$ cat src/rtl/led7seg_pkg.sv
// led7seg_pkg: shared types and helpers for the 7-segment scan driver.
// Holds the scan FSM state enum, the hex-to-segment table and the
// active-high segment helper constants used by the decoder and the top.
package led7seg_pkg;

    // Scan slot phases: all-dark dead time, then the digit is driven.
    typedef enum logic {
        GAP   = 1'b0,
        DRIVE = 1'b1
    } scan_state_e;

    // Active-high segment patterns (bit6..0 = g,f,e,d,c,b,a).
    localparam logic [6:0] SEG_OFF = 7'h00;
    localparam logic [6:0] SEG_ON  = 7'h7F;

    // Hex digit to active-high segment pattern.
    function automatic logic [6:0] hex_to_seg(input logic [3:0] nib);
        logic [6:0] seg;
        case (nib)
            4'h0: seg = 7'b0111111;
            4'h1: seg = 7'b0000110;
            4'h2: seg = 7'b1011011;
            4'h3: seg = 7'b1001111;
            4'h4: seg = 7'b1100110;
            4'h5: seg = 7'b1101101;
            4'h6: seg = 7'b1111101;
            4'h7: seg = 7'b0000111;
            4'h8: seg = 7'b1111111;
            4'h9: seg = 7'b1101111;
            4'hA: seg = 7'b1110111;
            4'hB: seg = 7'b1111100;
            4'hC: seg = 7'b0111001;
            4'hD: seg = 7'b1011110;
            4'hE: seg = 7'b1111001;
            default: seg = 7'b1110001;
        endcase
        return seg;
    endfunction

    // Convert an active-high pattern to pin level for the given polarity.
    function automatic logic [6:0] seg_pins(input logic [6:0] seg_ah, input logic active_low);
        return active_low ? (seg_ah ^ SEG_ON) : seg_ah;
    endfunction

endpackage

$ cat src/rtl/led7seg_scan_decode.sv
// led7seg_scan_decode: combinational nibble-to-segment-pin map.
// When enable_i is low the output is the dark pattern at pin polarity.
module led7seg_scan_decode
    import led7seg_pkg::*;
#(
    parameter int SEG_ACTIVE_LOW = 1
) (
    input  logic [3:0] nibble_i,
    input  logic       enable_i,
    output logic [6:0] seg_o
);

    localparam logic SEG_POL_LOW = (SEG_ACTIVE_LOW != 0);

    // Look up the glyph, blank it when disabled, then apply pin polarity.
    always_comb begin
        seg_o = seg_pins(enable_i ? hex_to_seg(nibble_i) : SEG_OFF, SEG_POL_LOW);
    end

endmodule

$ cat src/rtl/led7seg_scan.sv
// led7seg_scan: time-multiplexed driver for a bank of 7-segment digits.
// Each digit slot is SCAN_DIV cycles: GAP_CYCLES all-dark, then DRIVE.
// The displayed nibble/mask is latched once per slot so a load never
// tears the digit currently shown. Outputs are registered.
// Optional feature: define LED7SEG_SCAN_DP_EN to add the decimal point
// input dp and output seg_dp (captured and masked like the segments).
module led7seg_scan
    import led7seg_pkg::*;
#(
    parameter int DIGITS         = 4,
    parameter int SCAN_DIV       = 1024,
    parameter int GAP_CYCLES     = 16,
    parameter int SEG_ACTIVE_LOW = 1,
    parameter int DIG_ACTIVE_LOW = 1
) (
    input  logic                  clk,
    input  logic                  reset,
    input  logic                  load,
    input  logic [4*DIGITS-1:0]   data,
    input  logic [DIGITS-1:0]     blank_mask,
    output logic [6:0]            segments,
    output logic [DIGITS-1:0]     digit_sel
`ifdef LED7SEG_SCAN_DP_EN
    ,
    input  logic [DIGITS-1:0]     dp,
    output logic                  seg_dp
`endif
);

    localparam int PW = (SCAN_DIV > 1) ? $clog2(SCAN_DIV) : 1;
    localparam int IW = (DIGITS > 1) ? $clog2(DIGITS) : 1;

    localparam logic [PW-1:0]     PRESC_LAST = PW'(SCAN_DIV - 1);
    localparam logic [PW-1:0]     GAP_LAST   = PW'(GAP_CYCLES - 1);
    localparam logic [IW-1:0]     IDX_LAST   = IW'(DIGITS - 1);
    localparam logic              SEG_POL_LOW = (SEG_ACTIVE_LOW != 0);
    localparam logic [DIGITS-1:0] DIG_OFF    = (DIG_ACTIVE_LOW != 0) ? {DIGITS{1'b1}} : {DIGITS{1'b0}};
    localparam logic [6:0]        SEG_DARK   = seg_pins(SEG_OFF, SEG_POL_LOW);

    // Shadow registers written by load.
    logic [4*DIGITS-1:0] shadow_data_q;
    logic [DIGITS-1:0]   shadow_mask_q;

    // Scan control.
    scan_state_e         state_q, state_d;
    logic [PW-1:0]       presc_q, presc_d;
    logic [IW-1:0]       idx_q, idx_d;
    logic                sample_en;

    // Per-slot display latch.
    logic [3:0]          cur_nib;
    logic                cur_mask;
    logic [3:0]          disp_nib_q;
    logic                disp_mask_q;

    // Output stage.
    logic                drive_on;
    logic [6:0]          segments_d, segments_q;
    logic [DIGITS-1:0]   digit_sel_d, digit_sel_q;

`ifdef LED7SEG_SCAN_DP_EN
    logic [DIGITS-1:0]   shadow_dp_q;
    logic                cur_dp;
    logic                disp_dp_q;
    logic                seg_dp_d, seg_dp_q;
`endif

    // Capture the host word on the load strobe.
    always_ff @(posedge clk or posedge reset) begin
        if (reset) begin
            shadow_data_q <= '0;
            shadow_mask_q <= '0;
        end else if (load) begin
            shadow_data_q <= data;
            shadow_mask_q <= blank_mask;
        end
    end

`ifdef LED7SEG_SCAN_DP_EN
    // Capture the decimal-point bits alongside the data word.
    always_ff @(posedge clk or posedge reset) begin
        if (reset) begin
            shadow_dp_q <= '0;
        end else if (load) begin
            shadow_dp_q <= dp;
        end
    end
`endif

    // Prescaler, digit index and GAP/DRIVE next-state logic.
    always_comb begin
        state_d   = state_q;
        idx_d     = idx_q;
        sample_en = 1'b0;
        presc_d   = (presc_q == PRESC_LAST) ? '0 : presc_q + 1'b1;
        case (state_q)
            GAP: begin
                if (presc_q == GAP_LAST) begin
                    state_d   = DRIVE;
                    sample_en = 1'b1;
                end
            end
            DRIVE: begin
                if (presc_q == PRESC_LAST) begin
                    state_d = GAP;
                    idx_d   = (idx_q == IDX_LAST) ? '0 : idx_q + 1'b1;
                end
            end
            default: state_d = GAP;
        endcase
    end

    // Scan control state registers.
    always_ff @(posedge clk or posedge reset) begin
        if (reset) begin
            state_q <= GAP;
            presc_q <= '0;
            idx_q   <= '0;
        end else begin
            state_q <= state_d;
            presc_q <= presc_d;
            idx_q   <= idx_d;
        end
    end

    // Select the shadow nibble and mask bit of the current digit.
    always_comb begin
        cur_nib  = 4'h0;
        cur_mask = 1'b0;
`ifdef LED7SEG_SCAN_DP_EN
        cur_dp   = 1'b0;
`endif
        for (int k = 0; k < DIGITS; k++) begin
            if (idx_q == IW'(k)) begin
                cur_nib  = shadow_data_q[4*k +: 4];
                cur_mask = shadow_mask_q[k];
`ifdef LED7SEG_SCAN_DP_EN
                cur_dp   = shadow_dp_q[k];
`endif
            end
        end
    end

    // Latch the digit to show on the last GAP cycle; held for the whole DRIVE.
    always_ff @(posedge clk or posedge reset) begin
        if (reset) begin
            disp_nib_q  <= 4'h0;
            disp_mask_q <= 1'b0;
`ifdef LED7SEG_SCAN_DP_EN
            disp_dp_q   <= 1'b0;
`endif
        end else if (sample_en) begin
            disp_nib_q  <= cur_nib;
            disp_mask_q <= cur_mask;
`ifdef LED7SEG_SCAN_DP_EN
            disp_dp_q   <= cur_dp;
`endif
        end
    end

    assign drive_on = (state_q == DRIVE) && !disp_mask_q;

    led7seg_scan_decode #(
        .SEG_ACTIVE_LOW (SEG_ACTIVE_LOW)
    ) u_decode (
        .nibble_i (disp_nib_q),
        .enable_i (drive_on),
        .seg_o    (segments_d)
    );

    // One-hot digit enable at pin polarity (plus dp when present).
    always_comb begin
        digit_sel_d = DIG_OFF;
        for (int k = 0; k < DIGITS; k++) begin
            digit_sel_d[k] = (drive_on && (idx_q == IW'(k))) ^ DIG_OFF[k];
        end
`ifdef LED7SEG_SCAN_DP_EN
        seg_dp_d = (drive_on && disp_dp_q) ^ SEG_POL_LOW;
`endif
    end

    // Output pin registers; reset forces every pin inactive at once.
    always_ff @(posedge clk or posedge reset) begin
        if (reset) begin
            segments_q  <= SEG_DARK;
            digit_sel_q <= DIG_OFF;
`ifdef LED7SEG_SCAN_DP_EN
            seg_dp_q    <= SEG_POL_LOW;
`endif
        end else begin
            segments_q  <= segments_d;
            digit_sel_q <= digit_sel_d;
`ifdef LED7SEG_SCAN_DP_EN
            seg_dp_q    <= seg_dp_d;
`endif
        end
    end

    assign segments  = segments_q;
    assign digit_sel = digit_sel_q;
`ifdef LED7SEG_SCAN_DP_EN
    assign seg_dp    = seg_dp_q;
`endif

endmodule

$ cat config.mk
export PLATFORM = sky130hd
export DESIGN_NAME = led7seg_scan
export DESIGN_NICKNAME = d
export VERILOG_FILES = /design/src/rtl/led7seg_pkg.sv /design/src/rtl/led7seg_scan_decode.sv /design/src/rtl/led7seg_scan.sv
export SDC_FILE = /design/constraint.sdc
export NUM_CORES = 1
export LEC_CHECK = 0
export CORE_MARGIN = 2
export CORE_UTILIZATION = 50
export DETAILED_ROUTE_END_ITERATION = 10
export GPL_ROUTABILITY_DRIVEN = 0
export GPL_TIMING_DRIVEN = 0
export PLACE_DENSITY = 0.77
export SYNTH_ARGS = -nofsm -noshare
export SYNTH_HDL_FRONTEND = slang
export SYNTH_HIERARCHICAL = 1
export SYNTH_SLANG_ARGS = --single-unit
$ cat constraint.sdc
create_clock -name clk -period 2.3 [get_ports clk]
set_input_delay 0.23 -clock clk [delete_from_list [all_inputs] [get_ports clk]]
set_output_delay 0.23 -clock clk [all_outputs]
set_load 0.01 [all_outputs]
# Yosys cells after proc, flatten, opt, wreduce, memory -nomap -nowiden
# Memory sizes are Yosys's and may differ from the RTL's.
# Cells that the tools add are included.
# word_totals
reg_bits	49
latchBits	0
ram_bits	0
romBits	112
out_inout_bits	11
wordCells	46
mem_count	1
# classes
addsub	2
multipliers	0
div_mod_pow	0
order_cmp	0
n_eq_ne	5
shifts	0
muxes	15
bitwise	6
reduce_logical	8
# mem_list
memory	depth	width	rd	rd_clocked_by_memory_dff	write_ports	line_no	source
(no name shown)	16	7	1	0	0	led7seg_pkg.sv:19	case (nib)
# ops
op	n
2-to-1 mux 4 bit	4
adder 10 x 1 -> 10 bit (second input constant)	1
== test 10 bit (second input constant)	1
== test 10 x 4 -> 1 bit (second input constant)	1
2-to-1 mux 10 bit	1
2-to-1 mux 1 bit	7
2-to-1 mux 7 bit	1
inverter 7 bit	1
logical AND 1 bit	5
inverter 1 bit	5
== test 2 bit (second input constant)	2
adder 2 x 1 -> 2 bit (second input constant)	1
== test 2 x 1 -> 1 bit (second input constant)	1
logical NOT 2 bit	1
2-to-1 mux 2 bit	1
one-hot mux 1 bit (2 select lines)	1
AND reduction 2 bit	1
logical NOT 1 bit	1

# Logic depth before layout (Yosys ltp)
# Gate-level depths: netlist of run 1.
# logic_depth
ltp_word	5
mapped_depth	6

# Hierarchy
# The synthesis of run 1 kept the hierarchy.
# by_module_without_submodules
module	n_inst	cells_per_inst	area_per_inst_um2	seq_area_each_um2
led7seg_scan	1	158	2064.5	1239.9
led7seg_scan_decode	1	33	271.5	0.0

# Worst setup path before layout of run 1
# OpenSTA, ideal clock, no wires.
# synth_timing
path_kind	register to register
from	reg presc_q[7]
to	reg disp_nib_q[2]
setup_ns	0.125
arrival_ns	1.673
slack_ns	0.502
path_stages_with_launch	5
path_buffers	1
synth_period_minus_slack_ns	1.798
cell_sequence	dfrtp_1 > or4_4 > or3_1 > buf_2 > mux2_4
# synth_via
elab_chain_cells	3
# synth_lines
item	line_no	source
from (decl)	led7seg_scan.sv:46	logic [PW-1:0] presc_q, presc_d;
from (signal assigned)	led7seg_scan.sv:121	presc_q <= presc_d;
== test 10 x 4 -> 1 bit	led7seg_scan.sv:98	if (presc_q == GAP_LAST) begin
2-to-1 mux 1 bit	led7seg_scan.sv:98	
2-to-1 mux 1 bit	led7seg_scan.sv:96	case (state_q)
to (signal assigned)	led7seg_scan.sv:153	disp_nib_q <= cur_nib;
to (decl)	led7seg_scan.sv:53	logic [3:0] disp_nib_q;
# No other way between the ends.
# A chain may end at the register's enable or synchronous reset.

# Worst setup path in the final report of run 1
# Same ends and word-level chain as after synthesis.

==> metrics.txt, run 1 <==
arrival time at the worst endpoint=between 2 and 2.5 ns; clock buffer depth=2; Worst Tran Pin Value=around 0.66 ns; sequential share of the synthesized area=53.1%; clk_skew=0.00788 ns; initial core utilization=about 53%; Final min period=around 1.9 ns; Synthesis Warnings=6; later-pin clock latency in the skew report=roughly 0.31 ns; Main synth FF type=dfrtp_1; vias per inst=between 5 and 6; Syn Nets=approximately 230; Synth Instances=approximately 190; critical path's slowest cell=or4_4; global-route wire length before repair=just over 7000 um; synthesized area per cell=roughly 12 um2; via count=~1600; Die Area=roughly 5200 um2; total power=about 1.9 mW; fin nets=around 270; worst-path maximum fanout=6; final HPWL from detailed placement=~3000 um; total grt overflow=0; largest net degree at the start of global routing=35; Total GRT Usage=a little under a fifth; initial detailed-routing violation count=53; HP Class=in2async; Antenna diodes=0; Final Cycle Share=just over 80%; antenna-violating nets left=0; CP endpoint kind=flop; Die X=~72 um; post-CTS setup buffer count=0; Post-Syn Area=2340 um2; Cells after DPL=~280; CTS H-tree lvls=2; Slew HR=55.8%; initial antenna violation count=0; Max Slew Vio Count=0; status=complete, no violations; post-route cell area=~2900 um2; clk slew on worst S/H paths=~0.090 ns; RSZ-0062 raised after global routing=no; CTS Buf Count=5; Critical Path Source=presc_q[7]; final setup violation count=0; Leakage=approximately 1.2 nW; CORE AREA=between 4000 and 5000 um2; Max Cap Violations=0; Final WS setup=0.398 ns; Buffers on Ports=33; crit-path cells=or4_4, or3_1, buf_2, mux2_4; Max IR drop VDD=roughly 350 uV; #FFs+latches synth=49; Top Ports=34; Chip Height=slightly above 70 um; drt wl/cell=between 10 and 15 um; Root Buffer=clkbuf_8; layout cells sized above 1=around 22%; DP Area=between 2000 and 3000 um2; non-filler instance count after layout=~290; row count=24; number of synthesized flops with an enable pin=0; Post-CTS Hold Fix Bufs=0; post-cts sizing count=0; post-placement setup slack=about 0.41 ns; CP Class=reg2reg; Hold Vio Cnt, Final=0; CP Launch Type=flop; CP Data Required Time=roughly 2.5 ns; final wirelength=around 4000 um; Distinct cells, synth=43; Post-route DRC=0; Critical Path Max Stage Delay=approximately 0.6 ns; Pwr Density=around 650 nW/um2; vias in the first global route=between 1500 and 2000; ys async rst share=100%; Area growth syn-to-layout=22.5%; Hold Slack=between 0.15 and 0.2 ns; 1st-pass router iterations=4; CTS sink cnt=a little under 50; reg2reg start=presc_q[7]; TritonCTS clock tree=done; Peak Freq=between 500 and 600 MHz
==> power by group <==
| group | switching, mW | internal (mW) |
|---|---|---|
| clock | 0.281 | 0.326 |
| combinational | 0.111 | 0.154 |
| sequential | 0.0384 | 0.940 |
| total | 0.430 | 1.42 |
==> routing by layer <==
metal | global-route usage [%] | vias to the layer above | wire length [um] | share of wire, %
met2 | 28.2 | 31 | 2000 | 49
met1 | 24.5 | 765 | 1910 | 47
met4 | 6.29 | 0 | 63 | 1.5
li1 | - | 774 | - | -
met3 | 4.58 | 6 | 135 | 3.3
met5 | 0 | - | 0 | 0
==> cell type report <==
type	count	area, um2
Clock inverter	2	38.8
Buffer	7	35.0
Sequential cell	49	1240
Multi-Input combinational cell	126	1030
Timing Repair Buffer	34	350
Fill cell	358	1550
Tap cell	52	65.1
Inverter	9	33.8
Clock buffer	6	72.6
==> cell families after synthesis <==
logic type	after synthesis	share of synthesized area [%]
fa+ha+maj	11	5.89
flops	49	53.1
compound gates	40	12.8
xor+xnor	5	1.88
mux	25	12.1
buf+inv	16	2.95
simple gates	45	11.4
==> final timing paths <==
check	depth (start not counted)	slack [ns]	end
worst min register to register	1	0.51	presc_q[8]
worst max register to register	4	0.40	disp_nib_q[2]
worst max-delay path	4	0.40	disp_nib_q[2]
worst min-delay path	2	0.20	shadow_data_q[10]
max in group asynchronous	3	1.62	presc_q[1]
min in group clk	3	0.49	shadow_data_q[14]
==> metrics by stage <==
| stage | utilization, % | TNS, ns |
|---|---|---|
| floorplan | - | 0 |
| global placement | 61.9 | -0.516 |
| detailed placement | 62.3 | 0 |
| CTS | 64.9 | 0 |
| global route | 64.9 | 0 |
| finish | 64.9 | 0 |
==> Yosys cell counts, types with 3 or more instances <==
| cell type | number | area share, % |
|---|---|---|
| a21o_1 | 4 | 1.3 |
| a21oi_1 | 3 | 0.64 |
| a221oi_1 | 4 | 1.5 |
| a31oi_1 | 3 | 0.80 |
| clkbuf_1 | 5 | 0.80 |
| dfrtp_1 | 38 | 41 |
| dfstp_2 | 11 | 12 |
| ha_1 | 11 | 5.9 |
| inv_1 | 8 | 1.3 |
| mux2_2 | 21 | 10 |
| mux2i_1 | 3 | 1.3 |
| nand2_1 | 9 | 1.4 |
| nand2b_1 | 3 | 0.80 |
| nand3_1 | 5 | 1.1 |
| nor2_1 | 4 | 0.64 |
| nor2b_1 | 11 | 2.9 |
| o21ai_0 | 4 | 0.86 |
| o31ai_1 | 9 | 2.9 |
| or3_1 | 3 | 0.80 |
| xnor2_1 | 3 | 1.1 |
==> state kept, by name (all words and copies together), names as in the netlist <==
name and flops:
segments 7, digit_sel 4, disp_mask_q 1, presc_q 10, state_q 1, shadow_data_q 16
shadow_mask_q 4, idx_q 2, disp_nib_q 4
==> critical path, delay by kind of cell, from the launching register on <==
family / cells / cell delay, ns
flops: 1 / 0.43
simple gates: 2 / 0.90
mux: 1 / 0.30
buf+inv: 1 / 0.17
==> placed cells by master (no fill, tap or decap), drive strengths merged, types with 9 or more instances in the layout <==
cell,netlist,routed
clkbuf,5,11
clkdlybuf4s50,0,33
dfrtp,38,38
dfstp,11,11
ha,11,11
inv,9,9
mux2,22,22
nand2,9,9
nor2b,11,11
o31ai,9,9
(Power assumes the default switching activity.)
==> run 2: changes to the inputs <==
- CORE_UTILIZATION: 50 -> 48
- PLACE_DENSITY: 0.77 -> 0.78
- clock period: 2.3 -> 1.54 ns (I/O delays scaled with it)
==> run 2 against run 1 <==
Net effect:
- the flow now finishes with violations (setup timing)
- register-to-register slack got worse by 0.61 ns
- wire length increased by 8.3%
- final area up 6.2%
- critical path type unchanged
- largest cell class unchanged
==> metrics.txt, run 2 (synthesis results as in run 1) <==
CTS sink cnt=49 (unchanged); Die Area=5440 um2 (+3.9%); GRT met1 Usage=24.3% (-0.22 points); final HPWL from detailed placement=2960 um (-4.2%); final setup violation count=6 (+6); total power=2.81 mW (+52%); Worst Tran Pin Value=0.610 ns (-0.0500 ns); critical path's slowest cell=dfrtp_1; layer with the highest usage=met1; Final Cycle Share=114% (+31 points); Max Slew Vio Count=0 (unchanged); Max Cap Violations=0 (unchanged); Top Ports=34 (unchanged); RSZ-0062 raised after global routing=yes; CTS H-tree lvls=2 (unchanged); Total GRT Usage=16.5% (-1.5 points); Worst path depth=3 (-1); Buffers on Ports=33 (unchanged); CTS Buf Count=5 (unchanged); post-placement setup slack=-0.285 ns (-0.699 ns); clk slew on worst S/H paths=0.09 ns (about the same); vias per inst=5.33 (-3.5%); DP Area=2770 um2 (+0.68%); total grt overflow=0 (unchanged); WP buf/inv=0 (-1); Post-CTS Hold Fix Bufs=0 (unchanged); largest net degree at the start of global routing=36 (+2.9%); Slew HR=59.3% (+3.5 points); Antenna diodes=0 (unchanged); CP endpoint kind=flop; drt wl/cell=14.6 um (+1.2%); clock buffer depth=2 (unchanged); worst reg2reg setup slack=-0.21 ns (-0.61 ns); Final min period=1.75 ns (-0.154 ns); HP Class=in2async; initial core utilization=49.5% (-3.5 points); status=finished, violations left; Area growth syn-to-layout=30.2%; 1st-pass router iterations=4 (unchanged); reg2reg start=presc_q[5]; global-route wire length before repair=6960 um (-3.7%); fin nets=271 (+1.9%); arrival time at the worst endpoint=1.93 ns (-0.17 ns); Critical Path Max Stage Delay=0.46 ns (-0.13 ns); CP Class=reg2reg; final wirelength=4450 um (+8.3%); layout cells sized above 1=33.6% (+11 points); Top cell by count, worst path=or3_4; antenna-violating nets left=0 (unchanged); later-pin clock latency in the skew report=0.29 ns (-0.02 ns); max reg flops=16 (unchanged); vias in the first global route=1518 (-0.20%); via count=1627 (+3.2%); post-route cell area=3040 um2 (+6.2%); Die X=73.8 um (+1.9%); Chip Height=73.8 um (+1.9%); CP Launch Type=flop; clk_skew=0.0126 ns (+0.00469 ns); M2 GR Usage=24.1% (-4.1 points); crit-path cells=or3_4, or3_4, mux2_4; R2R depth=3 (-1); initial detailed-routing violation count=115 (+120%); worst-path maximum fanout=7 (+1); initial antenna violation count=0 (unchanged); Hold Vio Cnt, Final=0 (unchanged); CP Data Required Time=1.72 ns (-0.77 ns); row count=25 (+4.2%); worst r2r dst=disp_nib_q[2]; violated checks=setup timing; TritonCTS clock tree=done; Top reg by flops=shadow_data_q; Final WS setup=-0.208 ns (-0.606 ns); Leakage=1.27 nW (+4.1%); Critical Path Source=presc_q[5]; Pwr Density=924 nW/um2 (+43%); CP endpoint=disp_nib_q[2]; CORE AREA=4720 um2 (+7.0%); met3 Use GR=3.70% (-0.88 points); Max IR drop VDD=539 uV (+52%); commonest cells after routing, fill and taps aside=dfrtp_1, clkdlybuf4s50_1, mux2_2; Post-route DRC=0 (unchanged); most common cell after layout, fill and taps aside=dfrtp_1; Peak Freq=572 MHz (+8.8%); Root Buffer=clkbuf_8; top cell family by delay on the critical path=simple AND/OR/NAND/NOR gates
==> run 2: routing by layer <==
layer	share of wire, %	wire length [um]	vias up
met4	1.4	63	0
met2	48	2130	32
met3	2.4	107	6
met1	48	2150	811
met5	0	0	-
li1	-	-	778
==> run 2: area by class of cell <==
| class | instances | area [um2] |
|---|---|---|
| clock buffer | 7 | 86.3 |
| clock inverter | 1 | 30.0 |
| tap | 67 | 83.8 |
| inverter | 9 | 33.8 |
| sequential | 49 | 1240 |
| fill | 365 | 1680 |
| multi-input combinational | 126 | 1130 |
| timing repair buffer | 40 | 395 |
| buffer | 6 | 36.3 |
==> run 2: how the worst min path moves through the flow <==
stage          startpoint                end  cells after the start  slack (ns)
6_report            reset  shadow_data_q[14]                      2        0.13
5_1_grt             reset  shadow_data_q[13]                      2        0.14
4_1_cts             reset  shadow_data_q[13]                      2        0.13
3_5_place_dp        reset      disp_nib_q[1]                      2        0.45
3_3_place_gp   presc_q[8]         presc_q[8]                      1        0.48
2_1_floorplan    data[14]  shadow_data_q[14]                      2        0.27
==> run 2: repair_timing <==
| item | CTS | global route |
|---|---|---|
| setup endpoints to repair | 6 | 9 |
| gates resized for setup | 8 | 27 |
| setup buffers | 3 | 3 |
| pin swaps | 1 | 3 |
==> run 2: metrics by stage <==
stage	TNS (ns)	std cells	utilization [%]	hold WS (ns)
after floorplan	-0.784	191	-	0.275
after global placement	-33.59	291	58.2	0.485
after detailed placement	-3.15	292	58.6	0.451
after CTS	-1.19	303	62.0	0.135
after global routing	-1.25	305	64.4	0.142
final	-0.856	305	64.4	0.127
==> run 2: worst register-to-register path, stage by stage, from the launching register on <==
cell,delay (ns)
dfrtp_1,0.46
or3_4,0.43
or3_4,0.44
mux2_4,0.31
==> run 2: report_power, final <==
group,internal (mW),leakage (nW),switching (mW)
combinational,0.238,0.648,0.170
clock,0.530,0.0585,0.409
sequential,1.40,0.567,0.0609
total,2.17,1.27,0.639
==> run 3: changes to the inputs <==
- CAP_MARGIN: unset -> 0
==> results of run 3 <==
No change in the layout: final DEF, timing and power equal those of run 2.
